`src/rtl/puf_pkg.sv`:
```
// Shared definitions for the arbiter-PUF response collector: FSM encoding,
// default parameters and Galois LFSR tap masks.
package puf_pkg;

  localparam int unsigned DefChW     = 8;
  localparam int unsigned DefRespW   = 16;
  localparam int unsigned DefVotes   = 5;
  localparam int unsigned DefSettle  = 4;

  typedef logic [2:0] state_t;

  localparam state_t StIdle = 3'd0;
  localparam state_t StLoad = 3'd1;
  localparam state_t StHigh = 3'd2;
  localparam state_t StLow  = 3'd3;
  localparam state_t StNext = 3'd4;
  localparam state_t StDone = 3'd5;

  // Maximal-length right-shift Galois tap masks per supported challenge width.
  function automatic logic [31:0] lfsr_taps(input int unsigned width);
    case (width)
      4:       lfsr_taps = 32'h0000_000C;
      8:       lfsr_taps = 32'h0000_00B8;
      16:      lfsr_taps = 32'h0000_B400;
      default: lfsr_taps = 32'h0000_00B8;
    endcase
  endfunction

endpackage

```
`src/rtl/puf_challenge_lfsr.sv`:
```
// Challenge generator: Galois right-shift LFSR with seed load; a zero seed is
// replaced by 1 so the register can never lock up at all-zeros.
module puf_challenge_lfsr
  import puf_pkg::*;
#(
  parameter int unsigned CH_W = DefChW
) (
  input  logic            clk,
  input  logic            rst,
  input  logic            iload,
  input  logic            ien,
  input  logic [CH_W-1:0] iseed,
  output logic [CH_W-1:0] ovalue
);

  localparam logic [CH_W-1:0] Taps = CH_W'(lfsr_taps(CH_W));
  localparam logic [CH_W-1:0] One  = CH_W'(1);

  logic [CH_W-1:0] c_q;
  logic [CH_W-1:0] c_d;

  always_comb begin
    c_d = c_q;
    if (iload) begin
      c_d = (iseed == '0) ? One : iseed;
    end else if (ien) begin
      c_d = (c_q >> 1) ^ (c_q[0] ? Taps : '0);
    end
  end

  always_ff @(posedge clk or posedge rst) begin
    if (rst) begin
      c_q <= '0;
    end else begin
      c_q <= c_d;
    end
  end

  assign ovalue = c_q;

endmodule

```
`src/rtl/puf_response_collector.sv`:
```
// Drives challenges and launch pulses into the arbiter PUF, majority-votes the
// synchronized response per challenge and offers the assembled word on valid/ready.
module puf_response_collector
  import puf_pkg::*;
#(
  parameter int unsigned CH_W   = DefChW,
  parameter int unsigned RESP_W = DefRespW,
  parameter int unsigned VOTES  = DefVotes,
  parameter int unsigned SETTLE = DefSettle
) (
  input  logic              clk,
  input  logic              rst,
  input  logic              start,
  input  logic [CH_W-1:0]   seed,
  output logic [CH_W-1:0]   ochallenge,
  output logic              opulse,
  input  logic              iresponse,
  output logic [RESP_W-1:0] oresp_word,
  output logic              ovalid,
  input  logic              iready,
  output logic              obusy
);

  localparam int unsigned VoteW = $clog2(VOTES + 1);
  localparam int unsigned BitW  = $clog2(RESP_W + 1);
  localparam int unsigned SetW  = $clog2(SETTLE);

  localparam logic [SetW-1:0]  SettleLast = SetW'(SETTLE - 1);
  localparam logic [VoteW-1:0] VotesLast  = VoteW'(VOTES - 1);
  localparam logic [VoteW-1:0] VotesHalf  = VoteW'(VOTES / 2);
  localparam logic [BitW-1:0]  BitsLast   = BitW'(RESP_W - 1);

  state_t              state_q, state_d;
  logic [SetW-1:0]     settle_q, settle_d;
  logic [VoteW-1:0]    votes_q, votes_d;
  logic [VoteW-1:0]    ones_q, ones_d;
  logic [BitW-1:0]     bits_q, bits_d;
  logic [RESP_W-1:0]   word_q, word_d;
  logic [CH_W-1:0]     chal_q, chal_d;
  logic                valid_q, valid_d;
  logic                pulse_q;
  logic                sync1_q, sync2_q;
  logic [CH_W-1:0]     lfsr_value;
  logic                resp_bit;

  puf_challenge_lfsr #(
    .CH_W (CH_W)
  ) u_lfsr (
    .clk    (clk),
    .rst    (rst),
    .iload  ((state_q == StIdle) && start),
    .ien    (state_q == StNext),
    .iseed  (seed),
    .ovalue (lfsr_value)
  );

  assign resp_bit = (ones_q > VotesHalf);

  always_comb begin
    state_d  = state_q;
    settle_d = settle_q;
    votes_d  = votes_q;
    ones_d   = ones_q;
    bits_d   = bits_q;
    word_d   = word_q;
    chal_d   = chal_q;
    case (state_q)
      StIdle: begin
        if (start) begin
          word_d  = '0;
          bits_d  = '0;
          state_d = StLoad;
        end
      end
      StLoad: begin
        chal_d   = lfsr_value;
        votes_d  = '0;
        ones_d   = '0;
        settle_d = '0;
        state_d  = StHigh;
      end
      StHigh: begin
        if (settle_q == SettleLast) begin
          settle_d = '0;
          state_d  = StLow;
        end else begin
          settle_d = settle_q + 1'b1;
        end
      end
      StLow: begin
        if (settle_q == SettleLast) begin
          settle_d = '0;
          ones_d   = ones_q + VoteW'(sync2_q);
          votes_d  = votes_q + 1'b1;
          state_d  = (votes_q == VotesLast) ? StNext : StHigh;
        end else begin
          settle_d = settle_q + 1'b1;
        end
      end
      StNext: begin
        word_d  = {word_q[RESP_W-2:0], resp_bit};
        bits_d  = bits_q + 1'b1;
        state_d = (bits_q == BitsLast) ? StDone : StLoad;
      end
      StDone: begin
        if (valid_q && iready) begin
          state_d = StIdle;
        end
      end
      default: state_d = StIdle;
    endcase
  end

  // Valid is registered, so it rises one cycle into DONE and drops on the handshake edge.
  assign valid_d = (state_q == StDone) && !(valid_q && iready);

  always_ff @(posedge clk or posedge rst) begin
    if (rst) begin
      state_q  <= StIdle;
      settle_q <= '0;
      votes_q  <= '0;
      ones_q   <= '0;
      bits_q   <= '0;
      word_q   <= '0;
      chal_q   <= '0;
      valid_q  <= 1'b0;
      pulse_q  <= 1'b0;
      sync1_q  <= 1'b0;
      sync2_q  <= 1'b0;
    end else begin
      state_q  <= state_d;
      settle_q <= settle_d;
      votes_q  <= votes_d;
      ones_q   <= ones_d;
      bits_q   <= bits_d;
      word_q   <= word_d;
      chal_q   <= chal_d;
      valid_q  <= valid_d;
      // Pulse lags the HIGH state by a cycle so a fresh challenge settles before launch.
      pulse_q  <= (state_q == StHigh);
      sync1_q  <= iresponse;
      sync2_q  <= sync1_q;
    end
  end

  assign ochallenge = chal_q;
  assign opulse     = pulse_q;
  assign oresp_word = word_q;
  assign ovalid     = valid_q;
  assign obusy      = (state_q != StIdle);

endmodule

```
`config.mk`:
```
export PLATFORM = sky130hd
export DESIGN_NAME = puf_response_collector
export DESIGN_NICKNAME = d
export VERILOG_FILES = /design/src/rtl/puf_pkg.sv /design/src/rtl/puf_challenge_lfsr.sv /design/src/rtl/puf_response_collector.sv
export SDC_FILE = /design/constraint.sdc
export NUM_CORES = 1
export LEC_CHECK = 0
export ABC_AREA = 1
export BUFFER_PORTS_ARGS = -buffer_cell sky130_fd_sc_hd__buf_2
export CORE_MARGIN = 2
export CORE_UTILIZATION = 28
export DETAILED_ROUTE_END_ITERATION = 6
export PLACE_DENSITY = 0.44
export RECOVER_POWER = 25
export REMOVE_ABC_BUFFERS = 1
export SLEW_MARGIN = 20
export SYNTH_ARGS = -nofsm -noshare
export SYNTH_HDL_FRONTEND = slang
export SYNTH_HIERARCHICAL = 1
export SYNTH_SLANG_ARGS = --single-unit
```
`constraint.sdc`:
```
create_clock -name clk -period 1.43 [get_ports clk]
set_input_delay 0.2145 -clock clk [delete_from_list [all_inputs] [get_ports clk]]
set_output_delay 0.2145 -clock clk [all_outputs]
set_load 0.02 [all_outputs]
```
==> summary.md, run 1 <==
| Metric | Value |
|---|---|
| Die X | just under 100 um |
| Share of layout cells above drive strength 1 | approximately 25% |
| Post-layout util | 35.1% |
| RSZ-0062 raised after global routing | yes |
| CTS sink count | 52 |
| Ys Warns | 6 |
| Hold Vio Cnt, Final | 0 |
| Most used DFF post-synth | dfrtp_1 |
| Clk_skew | between 0.01 and 0.015 ns |
| Final setup margin | 0.0609 ns |
| Slew margin rel. | slightly above 60% |
| Largest net degree at the start of global routing | between 40 and 50 |
| Area growth syn-to-layout | 21.2% |
| Initial DRC count | 88 |
| Final Cycle Share | a little over nine tenths |
| Worst Tran Pin Value | just under 0.6 ns |
| Die height | 96.1 um |
| Met2 wire len | roughly 2300 um |
| Most frequent cells in the layout | dfrtp_1 (52), nand2_1 (51), buf_2 (39) |
| Seq/Total Area, Yosys | 54.8% |
| Num rows | 33 |
| Max frequency | approximately 730 MHz |
| DRT Pass-1 Iters | 4 |
| Yosys cell types | 30 |
| Worst reg2reg path startpoint | state_q[1]$_DFFE_PP0P_ |
| R2r worst-path depth | 7 |
| Core area | roughly 8000 um2 |
| R2r setup slk | 0.08 ns |
| Gr usage total | 11.8% |
| DR top layer | met4 |
| Synthesized instance count | 251 |
| Total die area | between 9000 and 10000 um2 |
| CP Max Fanout | 4 |
| Mapped Area | 2380 um2 |
| Startpoint class of the critical path | flip-flop |
| Routed vias | between 1500 and 2000 |
| Min Hold Slack | around 0.14 ns |
| WP data required | approximately 1.2 ns |
| I/O Pins | 40 |
| Post-Route WL | around 4900 um |
| Ys async rst share | 100% |
| Sum Neg Setup Slack | 0 ns |
| Vias per cell | between 4 and 5 |
| Initial antenna violation count | 0 |
| Reg-to-reg endpoint | u_lfsr/ovalue[3]$_DFFE_PP0P_ |
| Status | completed |
| WL/cell | between 10 and 15 um |
| Worst IR drop on VDD | between 0.3 and 0.4 mV |
| N_diodes | 0 |
| CP Class | flip-flop to primary output |
| Hold path start | seed[2] |
| Starting Density | just under 30% |
| Routed Antenna Nets | 0 |
| Slew Viols, Final | 0 |
| Mean Syn Cell Area | 9.47 um2 |
| Clock transition at path regs | 0.09 ns |
| Pre-CTS setup slack | a little over 0.04 ns |
| Post-synth EDFFs | 0 |
| Worst min path class | input pin to flip-flop |
| Register bit total from synthesis | 52 |
| Static Leak | between 1 and 1.5 nW |
| CTS tree | done |
| Clock buffer depth | 2 |
| First-pass GRT wire length | 8450 um |
| Final setup violation count | 0 |
| Min cycle time layout | between 1 and 1.5 ns |
| Wire length on met3 | 154 um |
| CTS root buf | clkbuf_8 |
| H-tree level count | 2 |
| Commonest non-fill, non-tap cell in the layout | dfrtp_1 |
| DRT met1 WL | 2350 um |
| Total CTS buffers | 5 |
| Gr ovfl total | 0 |
| Placed instance count | 396 |
| Critical path capture point type | primary output |
| Worst skew pair latency | between 0.3 and 0.4 ns |
| Worst setup path startpoint | state_q[1]$_DFFE_PP0P_ |
| Fin cells | 410 |
| IO Port Bufs | 39 |
| Arr. time, crit path | 1.15 ns |
| RePlAce Congestion | around 0.79 |
| Worst hold stages | 3 |
| DP HPWL | 3540 um |
| Hold Path Sink | u_lfsr/ovalue[2]$_DFFE_PP0P_ |
| Maxcap violations | 0 |
| DRC Markers | 0 |
| Vias in the first global route | around 1800 |
| Nets@finish | between 300 and 400 |
| Power Density | between 900 and 1000 nW/um2 |
Yosys cell counts (2+ instances only):
cell	number	area, um2
xnor2_1	3	26.3
buf_2	4	20.0
nand3_1	16	80.1
buf_6	2	22.5
dfrtp_1	52	1300
a22oi_1	4	30.0
a21oi_1	3	15.0
inv_2	3	11.3
o22ai_1	16	100
nor2_4	2	22.5
nand2_1	52	195
inv_1	37	139
nand2_4	3	33.8
o21ai_0	17	85.1
ha_1	7	87.6
xor2_1	2	17.5
nor2_1	15	56.3
stage by stage:
stage          total power, mW  instance area (um2)
2_1_floorplan             1.68                 2320
6_report                  2.61                 2880
5_1_grt                   2.76                 2880
4_1_cts                   2.67                 2840
3_5_place_dp              1.77                 2730
3_3_place_gp              1.77                 2730
where the power goes:
group	total [mW]	switching, mW	internal, mW
sequential	1.55	0.0316	1.51
combinational	0.189	0.119	0.0693
clock	0.877	0.482	0.394
total	2.61	0.633	1.98
layout make-up:
class / count / area (um2)
clock buffer: 7 / 86.3
clock inverter: 1 / 7.51
fill: 871 / 5340
inverter: 41 / 156
multi-input combinational: 150 / 881
sequential: 52 / 1300
tap: 105 / 131
timing repair buffer: 54 / 317
worst max path at each step:
stage | end | slack (ns)
3_5_place_dp | u_lfsr/ovalue[3]$_DFFE_PP0P_ | 0.04
5_1_grt | u_lfsr/ovalue[3]$_DFFE_PP0P_ | -0.06
3_3_place_gp | u_lfsr/ovalue[1]$_DFFE_PP0P_ | 0.09
4_1_cts | u_lfsr/ovalue[1]$_DFFE_PP0P_ | 0.03
6_report | obusy | 0.06
2_1_floorplan | u_lfsr/ovalue[3]$_DFFE_PP0P_ | -0.38
per-layer routing:
layer,vias to the layer above,track usage [%]
met1,835,16.4
met5,-,0
met3,6,2.98
met2,22,18.1
met4,0,3.21
li1,920,-
worst max-delay path: stages (launching register included):
cell,delay [ns]
dfrtp_1,0.43
nor2_4,0.16
nand2_2,0.09
buf_2,0.17
what timing repair did:
action,in CTS,in global routing
setup buffers,0,4
hold buffers,2,0
setup endpoints to repair,0,9
hold endpoints to repair,13,0
gates resized for setup,0,10
registers in the layout, indices dropped and copies added (netlist names):
register and count:
settle_q 2, oresp_word 16, ones_q 3, votes_q 3
ovalid 1, sync1_q 1, opulse 1, ochallenge 8
state_q 3, sync2_q 1, bits_q 5, u_lfsr/ovalue 8
kinds of logic (layout without fill, tap and decap cells):
kind of cell	Yosys count	count (layout)	synth area share [%]
adder cells (fa/ha/maj)	7	7	3.69
AO/OA/AOI/OAI	46	46	12.4
flip-flops	52	52	54.8
XOR/XNOR	5	5	1.84
buffers and inverters	49	103	8.90
AND/OR/NAND/NOR	92	92	18.4
(Power assumes the default switching activity.)
==> run 2: changes to the inputs <==
ABC_AREA = default   (was 1)
REMOVE_ABC_BUFFERS = default   (was 1)
==> summary.md, run 2 <==
| Metric | Value |
|---|---|
| Core area | 8220 um2 (unchanged) |
| Maxcap violations | 0 (unchanged) |
| Final Cycle Share | 104% (+7.9 points) |
| Slew Viols, Final | 0 (unchanged) |
| Initial DRC count | 39 (-56%) |
| Ys Warns | 6 (unchanged) |
| Routed vias | 1618 (-9.3%) |
| H-tree level count | 2 (unchanged) |
| CP Max Fanout | 2 (-2) |
| Register bit total from synthesis | 52 (unchanged) |
| Failing checks | negative setup slack |
| Synth top area cells | dfrtp_1 (55%), a22o_1 (7.7%), mux2_4 (5.7%) |
| Final setup violation count | 1 (+1) |
| Arr. time, crit path | 1.27 ns (+0.12 ns) |
| Mapped Area | 2380 um2 (+0.11%) |
| Critical Path Max Stage Delay | 0.41 ns (-0.02 ns) |
| Gr ovfl total | 0 (unchanged) |
| WP data required | 1.22 ns (about the same) |
| DRC Markers | 0 (unchanged) |
| Worst min path class | input pin to flip-flop |
| Max FFs per register | 16 (unchanged) |
| Syn nets | between 200 and 250 |
| Placed instance count | 336 (-15%) |
| DR top layer | met4 |
| CTS tree | done |
| CTS sink count | 52 (unchanged) |
| Clk_skew | 0.00521 ns (-0.00631 ns) |
| Ys async rst share | 100% (unchanged) |
| Die X | 96.2 um (about the same) |
| Most used DFF post-synth | dfrtp_1 |
| Most common cell in the netlist | dfrtp_1 |
| Vias per cell | 4.58 (+5.4%) |
| Worst skew pair latency | 0.30 ns (about the same) |
| Commonest cells post-synth | dfrtp_1 (52), a22o_1 (21), nand2_1 (12) |
| Most frequent cells in the layout | dfrtp_1 (49), buf_2 (37), a22o_1 (21) |
| Initial antenna violation count | 0 (unchanged) |
| WL/cell | 13.8 um (+16%) |
| First-pass GRT wire length | 7920 um (-6.2%) |
| Cell Chain, Critical Path | or3_4 -> buf_6 |
| I/O Pins | 40 (unchanged) |
| Gr usage total | 11.2% (-0.62 points) |
| CP Class | flip-flop to primary output |
| RePlAce Congestion | 0.743 (-5.5%) |
| N_diodes | 0 (unchanged) |
| Hold Vio Cnt, Final | 0 (unchanged) |
| Slew margin rel. | 56.7% (-4.8 points) |
| Met2 wire len | 2150 um (-7.7%) |
| Synthesized instance count | 184 (-27%) |
| Startpoint class of the critical path | flip-flop |
| Fin cells | 353 (-14%) |
| DRT met1 WL | 2520 um (+7.4%) |
| Area growth syn-to-layout | 29.3% |
| Total die area | 9250 um2 (about the same) |
| IO Port Bufs | 39 (unchanged) |
| Cell family with most CP delay | flip-flops |
| Total CTS buffers | 5 (unchanged) |
| Yosys cell types | 42 (+40%) |
| Commonest non-fill, non-tap cell in the layout | dfrtp_1 |
| Final setup margin | -0.0516 ns (-0.112 ns) |
| DRT Pass-1 Iters | 4 (unchanged) |
| Pre-CTS setup slack | -0.0130 ns (-0.0534 ns) |
| Filler cells | 809 (-7.1%) |
| Largest net degree at the start of global routing | 22 (-46%) |
| Routed Antenna Nets | 0 (unchanged) |
| Status | finished with violations |
| Static Leak | 1.50 nW (+1.1%) |
| Min cycle time layout | 1.48 ns (+0.112 ns) |
| Wire length on met3 | 182 um (+18%) |
| Worst Tran Pin Value | 0.649 ns (+0.0707 ns) |
| CTS root buf | clkbuf_8 |
| Share of layout cells above drive strength 1 | 41.9% (+17 points) |
| RSZ-0062 raised after global routing | yes |
| Post-layout util | 37.4% (+2.4 points) |
| Share of the synthesized area in the top cell type | 54.7% (-0.058 points) |
| Nets@finish | 267 (-18%) |
| Clock buffer depth | 2 (unchanged) |
| Power Density | 1660 nW/um2 (+83%) |
| Clock transition at path regs | 0.09 ns (about the same) |
| Max frequency | 675 MHz (-7.6%) |
| Buffers plus inverters on the worst setup path | 1 (unchanged) |
| Area leader, netlist | dfrtp_1 |
| Critical-path top delay cell | dfrtp_2 |
| Mean Syn Cell Area | 12.9 um2 (+37%) |
| Die height | 96.2 um (about the same) |
| Critical path capture point type | primary output |
| Pwr Total | 5.11 mW (+96%) |
| Post-synth EDFFs | 0 (unchanged) |
| Worst IR drop on VDD | 0.609 mV (+54%) |
| Vias in the first global route | 1546 (-14%) |
| Starting Density | 28.9% (+0.030 points) |
| DP HPWL | 3400 um (-3.9%) |
| Num rows | 33 (unchanged) |
| Post-Route WL | 4880 um (about the same) |
| Seq/Total Area, Yosys | 54.7% (-0.058 points) |
run 2: changes by cell type after synthesis, sizes merged, moves of 7 or more:
cell	previous run	this run
mux2	0	10
inv	41	7
nand3	17	1
mux2i	0	7
o22ai	17	0
a22o	1	21
nor2	18	5
nand2	56	13
run 2: path summary, 6_finish.rpt:
check | start | endpoint | slack, ns | depth (start not counted)
max | state_q[1]$_DFFE_PP0P_ | obusy | -0.05 | 2
max reg2reg | bits_q[0]$_DFFE_PP0P_ | state_q[2]$_DFFE_PP0P_ | 0.02 | 5
max in group asynchronous | rst | state_q[2]$_DFFE_PP0P_ | 0.14 | 4
min | iresponse | sync1_q$_DFF_PP0_ | 0.02 | 1
min reg2reg | sync1_q$_DFF_PP0_ | sync2_q$_DFF_PP0_ | 0.36 | 0
min in group asynchronous | rst | u_lfsr/ovalue[2]$_DFFE_PP0P_ | 0.39 | 3
run 2: stage by stage:
stage	area (um2)	hold slack, ns	setup TNS [ns]
global route	3080	0.000477	-0.740
global placement	2810	0.205	0
finish	3080	0.0214	-0.0516
detailed placement	2810	0.208	-0.136
CTS	2970	0.00965	-0.0741
floorplan	2410	0.0302	-1.01
run 2: timing repair:
action,CTS,global route
pin swaps,2,3
setup endpoints to repair,23,19
hold buffers,1,0
gates resized for setup,9,14
endpoints found under the hold margin,23,0
buffers inserted,3,5
run 2: layout make-up:
| cell class | instances | area [um2] | area share (%) |
|---|---|---|---|
| sequential | 52 | 1310 | 42.4 |
| multi-input combinational | 115 | 1040 | 33.8 |
| timing repair buffer | 66 | 470 | 15.3 |
| tap | 105 | 131 | 4.27 |
| clock buffer | 6 | 82.6 | 2.69 |
| inverter | 7 | 33.8 | 1.10 |
| clock inverter | 2 | 13.8 | 0.448 |
run 2: logic make-up (layout without fill, tap and decap cells):
| group | after synthesis | in the layout | share of synthesized area (%) |
|---|---|---|---|
| mux | 17 | 17 | 9.10 |
| buf+inv | 17 | 81 | 4.58 |
| xor+xnor | 4 | 4 | 1.47 |
| compound gates | 53 | 53 | 16.8 |
| flops | 52 | 52 | 54.7 |
| simple gates | 34 | 34 | 9.63 |
| fa+ha+maj | 7 | 7 | 3.68 |
run 2: power breakdown:
part           internal, mW  switching (mW)  total, mW
sequential             1.89           0.314       2.20
combinational          1.05           0.970       2.02
clock                 0.397           0.492      0.889
total                  3.34            1.78       5.11
run 2: layer usage:
metal / track usage, % / vias to the layer above
li1: - / 792
met1: 17.2 / 793
met2: 15.2 / 31
met3: 2.66 / 2
met4: 3.21 / 0
met5: 0 / -
